--- src/rtl/inst_encoder_loader.sv ---
// Boot/self-test program loader: packs symbolic commands into RV32I words and
// writes them to consecutive instruction-memory addresses, one word per two cycles.
module inst_encoder_loader #(
  parameter int ADDR_W    = 8,
  parameter int MAX_WORDS = 256
) (
  input  logic              clk,
  input  logic              rst,
  input  logic              load_start,
  input  logic [ADDR_W-1:0] start_addr,
  input  logic              cmd_valid,
  output logic              cmd_ready,
  input  logic [5:0]        cmd_op,
  input  logic [4:0]        cmd_rd,
  input  logic [4:0]        cmd_rs1,
  input  logic [4:0]        cmd_rs2,
  input  logic [31:0]       cmd_imm,
  input  logic              cmd_last,
  output logic              imem_we,
  output logic [ADDR_W-1:0] imem_addr,
  output logic [31:0]       imem_wdata,
  output logic              busy,
  output logic              done,
  output logic              err_illegal,
  output logic              err_ovf,
  output logic [ADDR_W:0]   word_count
);

  localparam logic [ADDR_W:0] MAX_CNT = (ADDR_W+1)'(MAX_WORDS);

  localparam logic [5:0] OP_ADD   = 6'd0;
  localparam logic [5:0] OP_SUB   = 6'd1;
  localparam logic [5:0] OP_XOR   = 6'd2;
  localparam logic [5:0] OP_OR    = 6'd3;
  localparam logic [5:0] OP_AND   = 6'd4;
  localparam logic [5:0] OP_SLL   = 6'd5;
  localparam logic [5:0] OP_SRL   = 6'd6;
  localparam logic [5:0] OP_SRA   = 6'd7;
  localparam logic [5:0] OP_SLT   = 6'd8;
  localparam logic [5:0] OP_SLTU  = 6'd9;
  localparam logic [5:0] OP_LB    = 6'd10;
  localparam logic [5:0] OP_LW    = 6'd11;
  localparam logic [5:0] OP_ADDI  = 6'd12;
  localparam logic [5:0] OP_SLLI  = 6'd13;
  localparam logic [5:0] OP_SLTI  = 6'd14;
  localparam logic [5:0] OP_SLTIU = 6'd15;
  localparam logic [5:0] OP_XORI  = 6'd16;
  localparam logic [5:0] OP_SRLI  = 6'd17;
  localparam logic [5:0] OP_SRAI  = 6'd18;
  localparam logic [5:0] OP_ORI   = 6'd19;
  localparam logic [5:0] OP_ANDI  = 6'd20;
  localparam logic [5:0] OP_SB    = 6'd21;
  localparam logic [5:0] OP_SW    = 6'd22;
  localparam logic [5:0] OP_LUI   = 6'd23;
  localparam logic [5:0] OP_AUIPC = 6'd24;
  localparam logic [5:0] OP_BEQ   = 6'd25;
  localparam logic [5:0] OP_BNE   = 6'd26;
  localparam logic [5:0] OP_BLT   = 6'd27;
  localparam logic [5:0] OP_BGE   = 6'd28;
  localparam logic [5:0] OP_BLTU  = 6'd29;
  localparam logic [5:0] OP_BGEU  = 6'd30;
  localparam logic [5:0] OP_JALR  = 6'd31;
  localparam logic [5:0] OP_JAL   = 6'd32;

  localparam logic [6:0] OPC_OP     = 7'b0110011;
  localparam logic [6:0] OPC_OPIMM  = 7'b0010011;
  localparam logic [6:0] OPC_LOAD   = 7'b0000011;
  localparam logic [6:0] OPC_STORE  = 7'b0100011;
  localparam logic [6:0] OPC_BRANCH = 7'b1100011;
  localparam logic [6:0] OPC_LUI    = 7'b0110111;
  localparam logic [6:0] OPC_AUIPC  = 7'b0010111;
  localparam logic [6:0] OPC_JALR   = 7'b1100111;
  localparam logic [6:0] OPC_JAL    = 7'b1101111;

  localparam logic [6:0] F7_BASE = 7'b0000000;
  localparam logic [6:0] F7_ALT  = 7'b0100000;

  typedef enum logic [1:0] {S_IDLE, S_ACCEPT, S_WRITE, S_FINISH} state_t;

  function automatic logic [31:0] f_enc_r(input logic [6:0] f7, input logic [2:0] f3,
                                          input logic [4:0] rd, input logic [4:0] rs1,
                                          input logic [4:0] rs2);
    return {f7, rs2, rs1, f3, rd, OPC_OP};
  endfunction

  function automatic logic [31:0] f_enc_i(input logic [11:0] imm12, input logic [2:0] f3,
                                          input logic [6:0] opc, input logic [4:0] rd,
                                          input logic [4:0] rs1);
    return {imm12, rs1, f3, rd, opc};
  endfunction

  function automatic logic [31:0] f_enc_sh(input logic [6:0] f7, input logic [4:0] shamt,
                                           input logic [2:0] f3, input logic [4:0] rd,
                                           input logic [4:0] rs1);
    return {f7, shamt, rs1, f3, rd, OPC_OPIMM};
  endfunction

  function automatic logic [31:0] f_enc_s(input logic [11:0] imm12, input logic [2:0] f3,
                                          input logic [4:0] rs1, input logic [4:0] rs2);
    return {imm12[11:5], rs2, rs1, f3, imm12[4:0], OPC_STORE};
  endfunction

  // Branch offsets are even, so imm[0] never reaches the word.
  function automatic logic [31:0] f_enc_b(input logic [12:0] imm13, input logic [2:0] f3,
                                          input logic [4:0] rs1, input logic [4:0] rs2);
    return {imm13[12], imm13[10:5], rs2, rs1, f3, imm13[4:1], imm13[11], OPC_BRANCH};
  endfunction

  function automatic logic [31:0] f_enc_j(input logic [20:0] imm21, input logic [4:0] rd);
    return {imm21[20], imm21[10:1], imm21[11], imm21[19:12], rd, OPC_JAL};
  endfunction

  function automatic logic f_legal(input logic [5:0] op);
    return (op <= OP_JAL);
  endfunction

  function automatic logic [31:0] f_encode(input logic [5:0] op, input logic [4:0] rd,
                                           input logic [4:0] rs1, input logic [4:0] rs2,
                                           input logic [31:0] imm);
    logic [31:0] w;
    w = '0;
    case (op)
      OP_ADD:   w = f_enc_r(F7_BASE, 3'd0, rd, rs1, rs2);
      OP_SUB:   w = f_enc_r(F7_ALT,  3'd0, rd, rs1, rs2);
      OP_XOR:   w = f_enc_r(F7_BASE, 3'd4, rd, rs1, rs2);
      OP_OR:    w = f_enc_r(F7_BASE, 3'd6, rd, rs1, rs2);
      OP_AND:   w = f_enc_r(F7_BASE, 3'd7, rd, rs1, rs2);
      OP_SLL:   w = f_enc_r(F7_BASE, 3'd1, rd, rs1, rs2);
      OP_SRL:   w = f_enc_r(F7_BASE, 3'd5, rd, rs1, rs2);
      OP_SRA:   w = f_enc_r(F7_ALT,  3'd5, rd, rs1, rs2);
      OP_SLT:   w = f_enc_r(F7_BASE, 3'd2, rd, rs1, rs2);
      OP_SLTU:  w = f_enc_r(F7_BASE, 3'd3, rd, rs1, rs2);
      OP_LB:    w = f_enc_i(imm[11:0], 3'd0, OPC_LOAD,  rd, rs1);
      OP_LW:    w = f_enc_i(imm[11:0], 3'd2, OPC_LOAD,  rd, rs1);
      OP_ADDI:  w = f_enc_i(imm[11:0], 3'd0, OPC_OPIMM, rd, rs1);
      OP_SLLI:  w = f_enc_sh(F7_BASE, imm[4:0], 3'd1, rd, rs1);
      OP_SLTI:  w = f_enc_i(imm[11:0], 3'd2, OPC_OPIMM, rd, rs1);
      OP_SLTIU: w = f_enc_i(imm[11:0], 3'd3, OPC_OPIMM, rd, rs1);
      OP_XORI:  w = f_enc_i(imm[11:0], 3'd4, OPC_OPIMM, rd, rs1);
      OP_SRLI:  w = f_enc_sh(F7_BASE, imm[4:0], 3'd5, rd, rs1);
      OP_SRAI:  w = f_enc_sh(F7_ALT,  imm[4:0], 3'd5, rd, rs1);
      OP_ORI:   w = f_enc_i(imm[11:0], 3'd6, OPC_OPIMM, rd, rs1);
      OP_ANDI:  w = f_enc_i(imm[11:0], 3'd7, OPC_OPIMM, rd, rs1);
      OP_SB:    w = f_enc_s(imm[11:0], 3'd0, rs1, rs2);
      OP_SW:    w = f_enc_s(imm[11:0], 3'd2, rs1, rs2);
      OP_LUI:   w = {imm[31:12], rd, OPC_LUI};
      OP_AUIPC: w = {imm[31:12], rd, OPC_AUIPC};
      OP_BEQ:   w = f_enc_b(imm[12:0], 3'd0, rs1, rs2);
      OP_BNE:   w = f_enc_b(imm[12:0], 3'd1, rs1, rs2);
      OP_BLT:   w = f_enc_b(imm[12:0], 3'd4, rs1, rs2);
      OP_BGE:   w = f_enc_b(imm[12:0], 3'd5, rs1, rs2);
      OP_BLTU:  w = f_enc_b(imm[12:0], 3'd6, rs1, rs2);
      OP_BGEU:  w = f_enc_b(imm[12:0], 3'd7, rs1, rs2);
      OP_JALR:  w = f_enc_i(imm[11:0], 3'd0, OPC_JALR, rd, rs1);
      OP_JAL:   w = f_enc_j(imm[20:0], rd);
      default:  w = '0;
    endcase
    return w;
  endfunction

  state_t          r_state;
  logic            r_last;
  logic [31:0]     w_enc;
  logic            w_legal;
  logic [ADDR_W:0] w_cnt_next;
  logic            w_cnt_full;

  assign w_enc      = f_encode(cmd_op, cmd_rd, cmd_rs1, cmd_rs2, cmd_imm);
  assign w_legal    = f_legal(cmd_op);
  assign w_cnt_next = word_count + 1'b1;
  assign w_cnt_full = (w_cnt_next == MAX_CNT);

  // imem_addr doubles as the session write pointer; it advances after each write.
  always_ff @(posedge clk or posedge rst) begin
    if (rst) begin
      r_state     <= S_IDLE;
      r_last      <= 1'b0;
      cmd_ready   <= 1'b0;
      imem_we     <= 1'b0;
      imem_addr   <= '0;
      imem_wdata  <= '0;
      busy        <= 1'b0;
      done        <= 1'b0;
      err_illegal <= 1'b0;
      err_ovf     <= 1'b0;
      word_count  <= '0;
    end else begin
      imem_we <= 1'b0;
      done    <= 1'b0;
      case (r_state)
        S_IDLE: begin
          if (load_start) begin
            r_state     <= S_ACCEPT;
            cmd_ready   <= 1'b1;
            busy        <= 1'b1;
            imem_addr   <= start_addr;
            word_count  <= '0;
            err_illegal <= 1'b0;
            err_ovf     <= 1'b0;
          end
        end
        S_ACCEPT: begin
          if (cmd_valid) begin
            if (w_legal) begin
              imem_wdata <= w_enc;
              r_last     <= cmd_last;
              imem_we    <= 1'b1;
              cmd_ready  <= 1'b0;
              r_state    <= S_WRITE;
            end else begin
              err_illegal <= 1'b1;
              if (cmd_last) begin
                cmd_ready <= 1'b0;
                done      <= 1'b1;
                r_state   <= S_FINISH;
              end
            end
          end
        end
        S_WRITE: begin
          imem_addr  <= imem_addr + 1'b1;
          word_count <= w_cnt_next;
          if (r_last || w_cnt_full) begin
            if (w_cnt_full && !r_last) err_ovf <= 1'b1;
            done    <= 1'b1;
            r_state <= S_FINISH;
          end else begin
            cmd_ready <= 1'b1;
            r_state   <= S_ACCEPT;
          end
        end
        S_FINISH: begin
          busy    <= 1'b0;
          r_state <= S_IDLE;
        end
        default: r_state <= S_IDLE;
      endcase
    end
  end

endmodule

--- config.mk ---
export PLATFORM = sky130hd
export DESIGN_NAME = inst_encoder_loader
export DESIGN_NICKNAME = d
export VERILOG_FILES = /design/src/rtl/inst_encoder_loader.sv
export SDC_FILE = /design/constraint.sdc
export NUM_CORES = 1
export LEC_CHECK = 0
export CAP_MARGIN = 5
export CORE_MARGIN = 2
export CORE_UTILIZATION = 50
export DETAILED_ROUTE_END_ITERATION = 8
export PLACE_DENSITY_LB_ADDON = 0.15
export SKIP_LAST_GASP = 1
export SYNTH_ARGS = -nofsm -noshare
export SYNTH_HDL_FRONTEND = slang
export SYNTH_SLANG_ARGS = --single-unit
export TNS_END_PERCENT = 50
--- constraint.sdc ---
create_clock -name clk -period 3.4 [get_ports clk]
set_clock_uncertainty 0.1 [all_clocks]
set_input_delay 0.85 -clock clk [delete_from_list [all_inputs] [get_ports clk]]
set_output_delay 0.85 -clock clk [all_outputs]
set_load 0.01 [all_outputs]
Yosys cells after proc, flatten, opt, wreduce, memory -nomap -nowiden
Index checks and enable logic that the tools add are counted.

Add/subtract/negate cells: 2. Order comparisons: 1. Equality and inequality tests: 43. Multiplexer cells: 33. Reductions and logical operators: 16.

Operators with widths (number): case mux 32 bit (33 select lines) (1); equality test 6 x 5 -> 1 bit (second input constant) (16); equality test 6 x 4 -> 1 bit (second input constant) (8); equality test 6 x 3 -> 1 bit (second input constant) (4); case mux 9 bit (2 select lines) (1); 2-to-1 mux 1 bit (17); case mux 8 bit (2 select lines) (1); equality test 6 x 2 -> 1 bit (second input constant) (2); != test 2 bit (second input constant) (6); 2-to-1 mux 2 bit (5); adder 9 x 1 -> 9 bit (second input constant) (1); equality test 9 bit (second input constant) (1); 2-to-1 mux 9 bit (1); adder 8 x 1 -> 8 bit (second input constant) (1); 2-to-1 mux 8 bit (1); case mux 1 bit (2 select lines) (4); case mux 2 bit (4 select lines) (1); AND reduction 4 bit (2); equality test 6 x 1 -> 1 bit (second input constant) (1); equality test 6 bit (second input constant) (1); less-or-equal comparator 6 bit (second input constant) (1); zero test 6 bit (1); AND reduction 3 bit (2); nonzero test 2 bit (3); other kinds (11) (13).

Bits in registers: 58. Bits of input ports: 66. Output and inout bits: 55. Word-level logic and storage cells: 106.

Logic depth before layout (Yosys ltp)
Gate-level depths: netlist of run 1.

Depth in word-level cells: 6. Depth in mapped cells: 9. Mapped depth without buffers: 7.

Worst setup path before layout of run 1
No wires, ideal clock.

Path type: input port to flip-flop. Start point: in cmd_op[3]. End point: reg imem_wdata[10]. Setup time: 0.126 ns. Data arrival time: 2.084 ns. Data required time: 3.174 ns. Slack: 1.090 ns. Cell stages on the path: 7. Buffers on the path: 2. Cells stage by stage: buf_2 nor3_4 a21oi_2 or2_1 buf_6 and2_0 a221o_1.

Cells in the longest elaborated chain, start to end: 2. Elaborated cells between the ends (all ways): 36. Those cells by class: order compare (1); eq/ne (32); mux (1); reduce/logical (2).

RTL lines: start, declared (line 13) `input logic [5:0] cmd_op,`; less-or-equal comparator 6 bit (tied with other cells) (line 114) `return (op <= OP_JAL);`; AND reduction 3 bit (no line) / case mux 32 bit (33 select lines) (equally long branches); end signal, assigned (line 205) `imem_wdata <= w_enc;`; end, declared (line 21) `output logic [31:0] imem_wdata,`.

Several ways; a longest one is shown, not always the timed one. A chain may end at the register's enable or synchronous reset.

Final worst setup path of run 1
Start point: in cmd_op[1]. End point: reg imem_wdata[11].

Same word-level chain as after synthesis.

==> results.md, run 1 <==
* Largest area contributor in the netlist: dfrtp_1
* Tcrit/Tclk final at 0.831
* Post-CTS Repair Setup Buffers at 0
* Post-synth net total at approximately 480
* Post-synth cell types at between 60 and 70
* Initial DRC count at 185
* Setup-failing EPs final at 0
* Via count at approximately 3.6k
* Synth Instances at about 410
* Dpl hpwl at ~7.5 mm
* WP data required at between 3000 and 4000 ps
* Main flop type after synthesis: dfrtp_1
* Worst hold start: imem_wdata[4]
* DRT antenna net count at 0
* Sequential share of the synthesized area at 0.406
* Setup tns final at 0 ps
* Cell Rows at 30
* Die H at a little under 90 um
* Startpoint class of the critical path: input pin
* I/O Pins at 121
* Residual DRC at 0
* CTS tree: yes
* Max H-tree Level at 3
* Initial core utilization at 0.517
* Largest net degree at the start of global routing at a little under 60
* Total CTS buffers at 9
* Warnings, synthesis at 0
* Die width at 87.8 um
* Fraction of registers with async set/reset at 1.00
* Commonest non-fill, non-tap cell in the layout: clkdlybuf4s50_1
* Worst setup EP type: flop
* Final hold viol count at 0
* Final net count at about 600
* Post-synth EDFFs at 0
* RSZ-0062 raised after global routing: false
* Clock Latency Late Sink at approximately 340 ps
* Worst Path Arrival at around 2900 ps
* Die Area at around 7700 um^2
* Overflow left after global routing at 0
* Gpl congestion at between 0.9 and 1
* Hold WC Path Type: flop to flop
* Hold_buf cts at 0
* Max Clk Rate at 354 MHz
* Synthesized flop and latch total at between 50 and 60
* Leakage power at approximately 2.0 nW
* Reg clk slew, reported paths at about 70 ps
* WL/cell at between 15 and 20 um
* Commonest cells after routing, fill and taps aside: clkdlybuf4s50_1 (120), dfrtp_1 (57), o21ai_0 (41), nand2_1 (40), nor2_1 (36)
* CORE AREA at between 6000 and 7000 um^2
* DP Area at between 4000 and 5000 um^2
* # diodes at 0
* Vias in the first global route at between 3k and 4k
* PwrDens at ~670 nW/um^2
* Setup ws final at between 500 and 600 ps
* Status: finished, final reports clean
* Max FO, Critical Path at 20
* Total GRT Usage at 0.267
* Avg Cell Area, Syn at 8.54 um^2
* Tmin final at roughly 2800 ps
* Clock buffer depth at 2
* Top cell type's share of synthesized area at 0.406
* Worst slack, placed at around 290 ps
* Total iterations of the first detailed-routing run at 5
* Clk root buf: clkbuf_8
* Cell area after synthesis at ~3500 um^2
* Clock sinks at 57
* DR vias/cell at 5.77
* Routed wire length at 10.2 mm
* Setup crit start: cmd_op[1]
* First-pass GRT wire length at roughly 16 mm
* Relative max-transition margin at 0.457
* Ranking of synthesized cells by area: dfrtp_1 (41%), o21ai_0 (5.8%), a21oi_1 (4.3%), nand2_1 (4.3%), nor2_1 (3.9%)
* Total power at around 3.4 mW
* Area Overhead vs Synth at 42.1%
* Initial antenna violation count at 0
* Final max-slew violation count at 0
* Design area at ~5000 um^2
* Post-CTS Resized at 0
* Max_cap viols at 0
* Fraction of layout cells with a size suffix above 1 at 0.0861
* Least-Margin Pin Slew at between 800 and 900 ps
* Hold Slack at 384 ps
* Worst vdd ir at 0.000475 V
* Worst reg2reg startpoint: r_state[0]
* I/O Buffers at 120
* Worst setup path category: input pin to flop
==> worst max-delay path, stage by stage <==
cell and delay [ps]:
clkdlybuf4s50_1 660, buf_4 300, a211o_1 120, nor3b_1 260, o22ai_1 170, and2_1 230, a221o_1 350
==> logic make-up after synthesis <==
group                      share of synthesized area
DFF                                            0.406
muxes                                         0.0118
adders and majority gates                     0.0214
and+or+nand+nor                                0.205
xor gates and xnor gates                     0.00749
AOI/OAI and AO/OA                              0.278
buffers and inverters                         0.0699
==> sequential cells by signal (all words and copies together) (netlist names) <==
register	count
busy	1
cmd_ready	1
done	1
err_illegal	1
err_ovf	1
imem_addr	8
imem_wdata	31
imem_we	1
r_last	1
r_state	2
word_count	9
==> worst paths after layout <==
path,to,slack [ps],depth (start not counted)
worst min-delay path,imem_wdata[4],380,2
worst max register to register,cmd_ready,1110,7
worst min register to register,imem_wdata[4],380,2
max in group asynchronous,imem_wdata[15],1780,3
worst max-delay path,imem_wdata[11],570,7
min in group asynchronous,imem_wdata[25],930,3
==> routing by layer <==
metal	share of wire	GRT usage
met5	0	0
met4	0.0099	0.0937
met3	0.092	0.0773
met2	0.46	0.402
met1	0.44	0.369
==> synthesized netlist by cell type, drive strengths merged (7+ instances only) <==
library cell / n
nor2b: 9
a21oi: 34
a221oi: 11
buf: 23
and3: 10
nor3: 7
nor2: 37
clkbuf: 8
o22ai: 9
dfrtp: 57
nand2: 40
nand3: 10
o21ai: 44
inv: 19
o221ai: 7
==> area by class of cell <==
class                      count  area, um^2
clock buffer                  11         141
clock inverter                 5        55.1
fill                         535        1810
inverter                      19        71.3
multi-input combinational    304        1840
sequential                    57        1430
tap                           96         120
timing repair buffer         138        1340
==> where the power goes <==
group	switching [mW]	internal, mW
sequential	0.188	0.934
clock	0.290	0.356
combinational	0.781	0.817
total	1.26	2.11
==> through the flow <==
step | util | cells
2_1_floorplan | - | 411
3_5_place_dp | 0.705 | 614
3_3_place_gp | 0.705 | 614
4_1_cts | 0.734 | 630
5_1_grt | 0.734 | 630
6_report | 0.734 | 630
Power figures use the tool's default switching activity.
==> run 2, diff against run 1 <==
- CORE_UTILIZATION: 50 -> 42
- clock period: 3.4 -> 2.53 ns (I/O delays scaled with it)
==> results.md, run 2 (synthesis results as in run 1) <==
* Reg clk slew, reported paths at 70 ps (about the same)
* Filler cells at 657 (+23%)
* Hold WC Path Type: flop to flop
* Worst setup path category: input pin to flop
* Max_cap viols at 0 (unchanged)
* Gpl congestion at 0.881 (-3.4%)
* Total GRT Usage at 0.253 (-0.0139)
* Initial core utilization at 0.429 (-0.0873)
* DP Area at 5170 um^2 (+7.9%)
* Area Overhead vs Synth at 53.1%
* Relative max-transition margin at 0.505 (+0.0474)
* Routed wire length at 11.2 mm (+10%)
* Stages on worst setup path at 8 (+1)
* Hold_buf cts at 0 (unchanged)
* Post-CTS Repair Setup Buffers at 0 (unchanged)
* # diodes at 0 (unchanged)
* Sequential cell area at 1430 um^2 (unchanged)
* Tcrit/Tclk final at 0.967
* Final hold viol count at 0 (unchanged)
* Largest register FFs at 31 (unchanged)
* Tmin final at approximately 2400 ps
* I/O Pins at 121 (unchanged)
* Cell Rows at 33 (+10%)
* Least-Margin Pin Slew at 738 ps (-70.7 ps)
* Initial DRC count at 195 (+5.4%)
* Fraction of layout cells with a size suffix above 1 at 0.155 (+0.0684)
* Post-CTS Resized at 0 (unchanged)
* Commonest non-fill, non-tap cell in the layout: clkdlybuf4s50_1
* CORE AREA at 8180 um^2 (+20%)
* Layout Cells excl Fill at 681 (+8.1%)
* Initial antenna violation count at 0 (unchanged)
* Clock buffer depth at 2 (unchanged)
* Overflow left after global routing at 0 (unchanged)
* Commonest cells after routing, fill and taps aside: clkdlybuf4s50_1 (120), buf_4 (59), dfrtp_1 (57), o21ai_0 (41), nand2_1 (40)
* CP delay by family, top: buffers and inverters
* Total power at 4.66 mW (+38%)
* Max stage delay on crit path at 540 ps (-120 ps)
* Max Clk Rate at about 400 MHz
* Worst Path Arrival at 2560 ps (-380 ps)
* Worst path bufs/invs at 3 (+1)
* Reg2reg end: word_count[6]
* Final design utilization at 0.657 (-0.0769)
* Leakage power at 2.29 nW (+12%)
* Largest net degree at the start of global routing at 26 (-55%)
* First-pass GRT wire length at 17.9 mm (+12%)
* Setup crit end: imem_wdata[9]
* Clock sinks at 57 (unchanged)
* Residual DRC at 0 (unchanged)
* I/O Buffers at 120 (unchanged)
* Die width at 95.4 um (+8.7%)
* Startpoint class of the critical path: input pin
* Critical-path cell list: clkdlybuf4s50_1, buf_4, nor2_1, buf_4, a21oi_1, o22ai_1, and2_1, a221o_1
* Worst vdd ir at 0.000440 V (-7.5%)
* Clock Latency Late Sink at 330 ps (about the same)
* WP data required at 2640 ps (-880 ps)
* Clk root buf: clkbuf_8
* Total CTS buffers at 9 (unchanged)
* Design area at 5370 um^2 (+7.7%)
* Setup crit start: cmd_op[3]
* Worst reg2reg startpoint: r_state[0]
* Hold Slack at 386 ps (+1.32 ps)
* Top reg by flops: imem_wdata
* DRT antenna net count at 0 (unchanged)
* Dpl hpwl at 8.42 mm (+12%)
* Final net count at 645 (+7.3%)
* Largest regs: imem_wdata x31, word_count x9, imem_addr x8
* Cells after DPL at 667 (+8.6%)
* Worst R2R Path Depth at 6 (-1)
* Setup-failing EPs final at 0 (unchanged)
* Reg2reg setup slack at 450 ps (-660 ps)
* Total iterations of the first detailed-routing run at 5 (unchanged)
* Via count at 3835 (+5.6%)
* WL/cell at 16.5 um (+2.2%)
* Worst path slowest cell: clkdlybuf4s50_1
* Multi-input gate area at 1840 um^2 (+0.27%)
* Cell mode on critical path: buf_4
* Max FO, Critical Path at 13 (-35%)
* Status: finished, final reports clean
* Die Area at 9100 um^2 (+18%)
* PwrDens at 867 nW/um^2 (+28%)
* Die H at 95.4 um (+8.7%)
* CTS tree: yes
* DR vias/cell at 5.63 (-2.3%)
* Max H-tree Level at 3 (unchanged)
* Worst setup EP type: flop
* Vias in the first global route at 3709 (+11%)
* Final max-slew violation count at 0 (unchanged)
## run 2: cell types whose count changed in the layout (fill, tap and decap cells not counted)
cell	previous run	this run
buf_12	0	3
clkbuf_8	10	9
clkinvlp_4	2	0
nor3b_1	2	1
nor3b_2	0	1
buf_4	18	59
bufinv_16	1	2
## run 2: worst min-delay path by stage
stage | from | depth (start not counted) | slack [ps] | endpoint
after detailed placement | imem_wdata[7] | 2 | 370 | imem_wdata[7]
after global routing | imem_wdata[27] | 2 | 410 | imem_wdata[27]
after floorplan | busy | 2 | 410 | busy
final | imem_wdata[7] | 2 | 390 | imem_wdata[7]
after CTS | imem_wdata[7] | 2 | 390 | imem_wdata[7]
after global placement | imem_wdata[3] | 2 | 370 | imem_wdata[3]
## run 2: routing by layer
metal | track usage | vias up | routed length (um)
met5 | 0 | - | 0
met4 | 0.102 | 0 | 243
met3 | 0.0632 | 26 | 926
met2 | 0.397 | 164 | 5220
met1 | 0.335 | 1805 | 4850
li1 | - | 1840 | -
## run 2: final cells by class
class                      count  area share
clock inverter                 4      0.0130
tap                          105      0.0244
clock buffer                  10      0.0237
timing repair buffer         182       0.317
inverter                      19      0.0133
sequential                    57       0.265
multi-input combinational    304       0.343
## run 2: through the flow
step | setup TNS (ps) | setup slack, ps
global route | -9.95 | -9.95
detailed placement | -4040 | -245
global placement | -2610 | -144
finish | 0 | 82.8
floorplan | 0 | 398
CTS | 0 | 44.2
## run 2: tightest hold or removal path, delay by kind of cell, from the launching register on
family	cells	cell delay, ps
flops	1	340
compound gates	1	60
simple gates	1	40
## run 2: power by group
| part | leakage, nW | internal [mW] | switching, mW |
|---|---|---|---|
| clock | 0.102 | 0.541 | 0.374 |
| combinational | 1.48 | 1.18 | 1.06 |
| sequential | 0.706 | 1.26 | 0.251 |
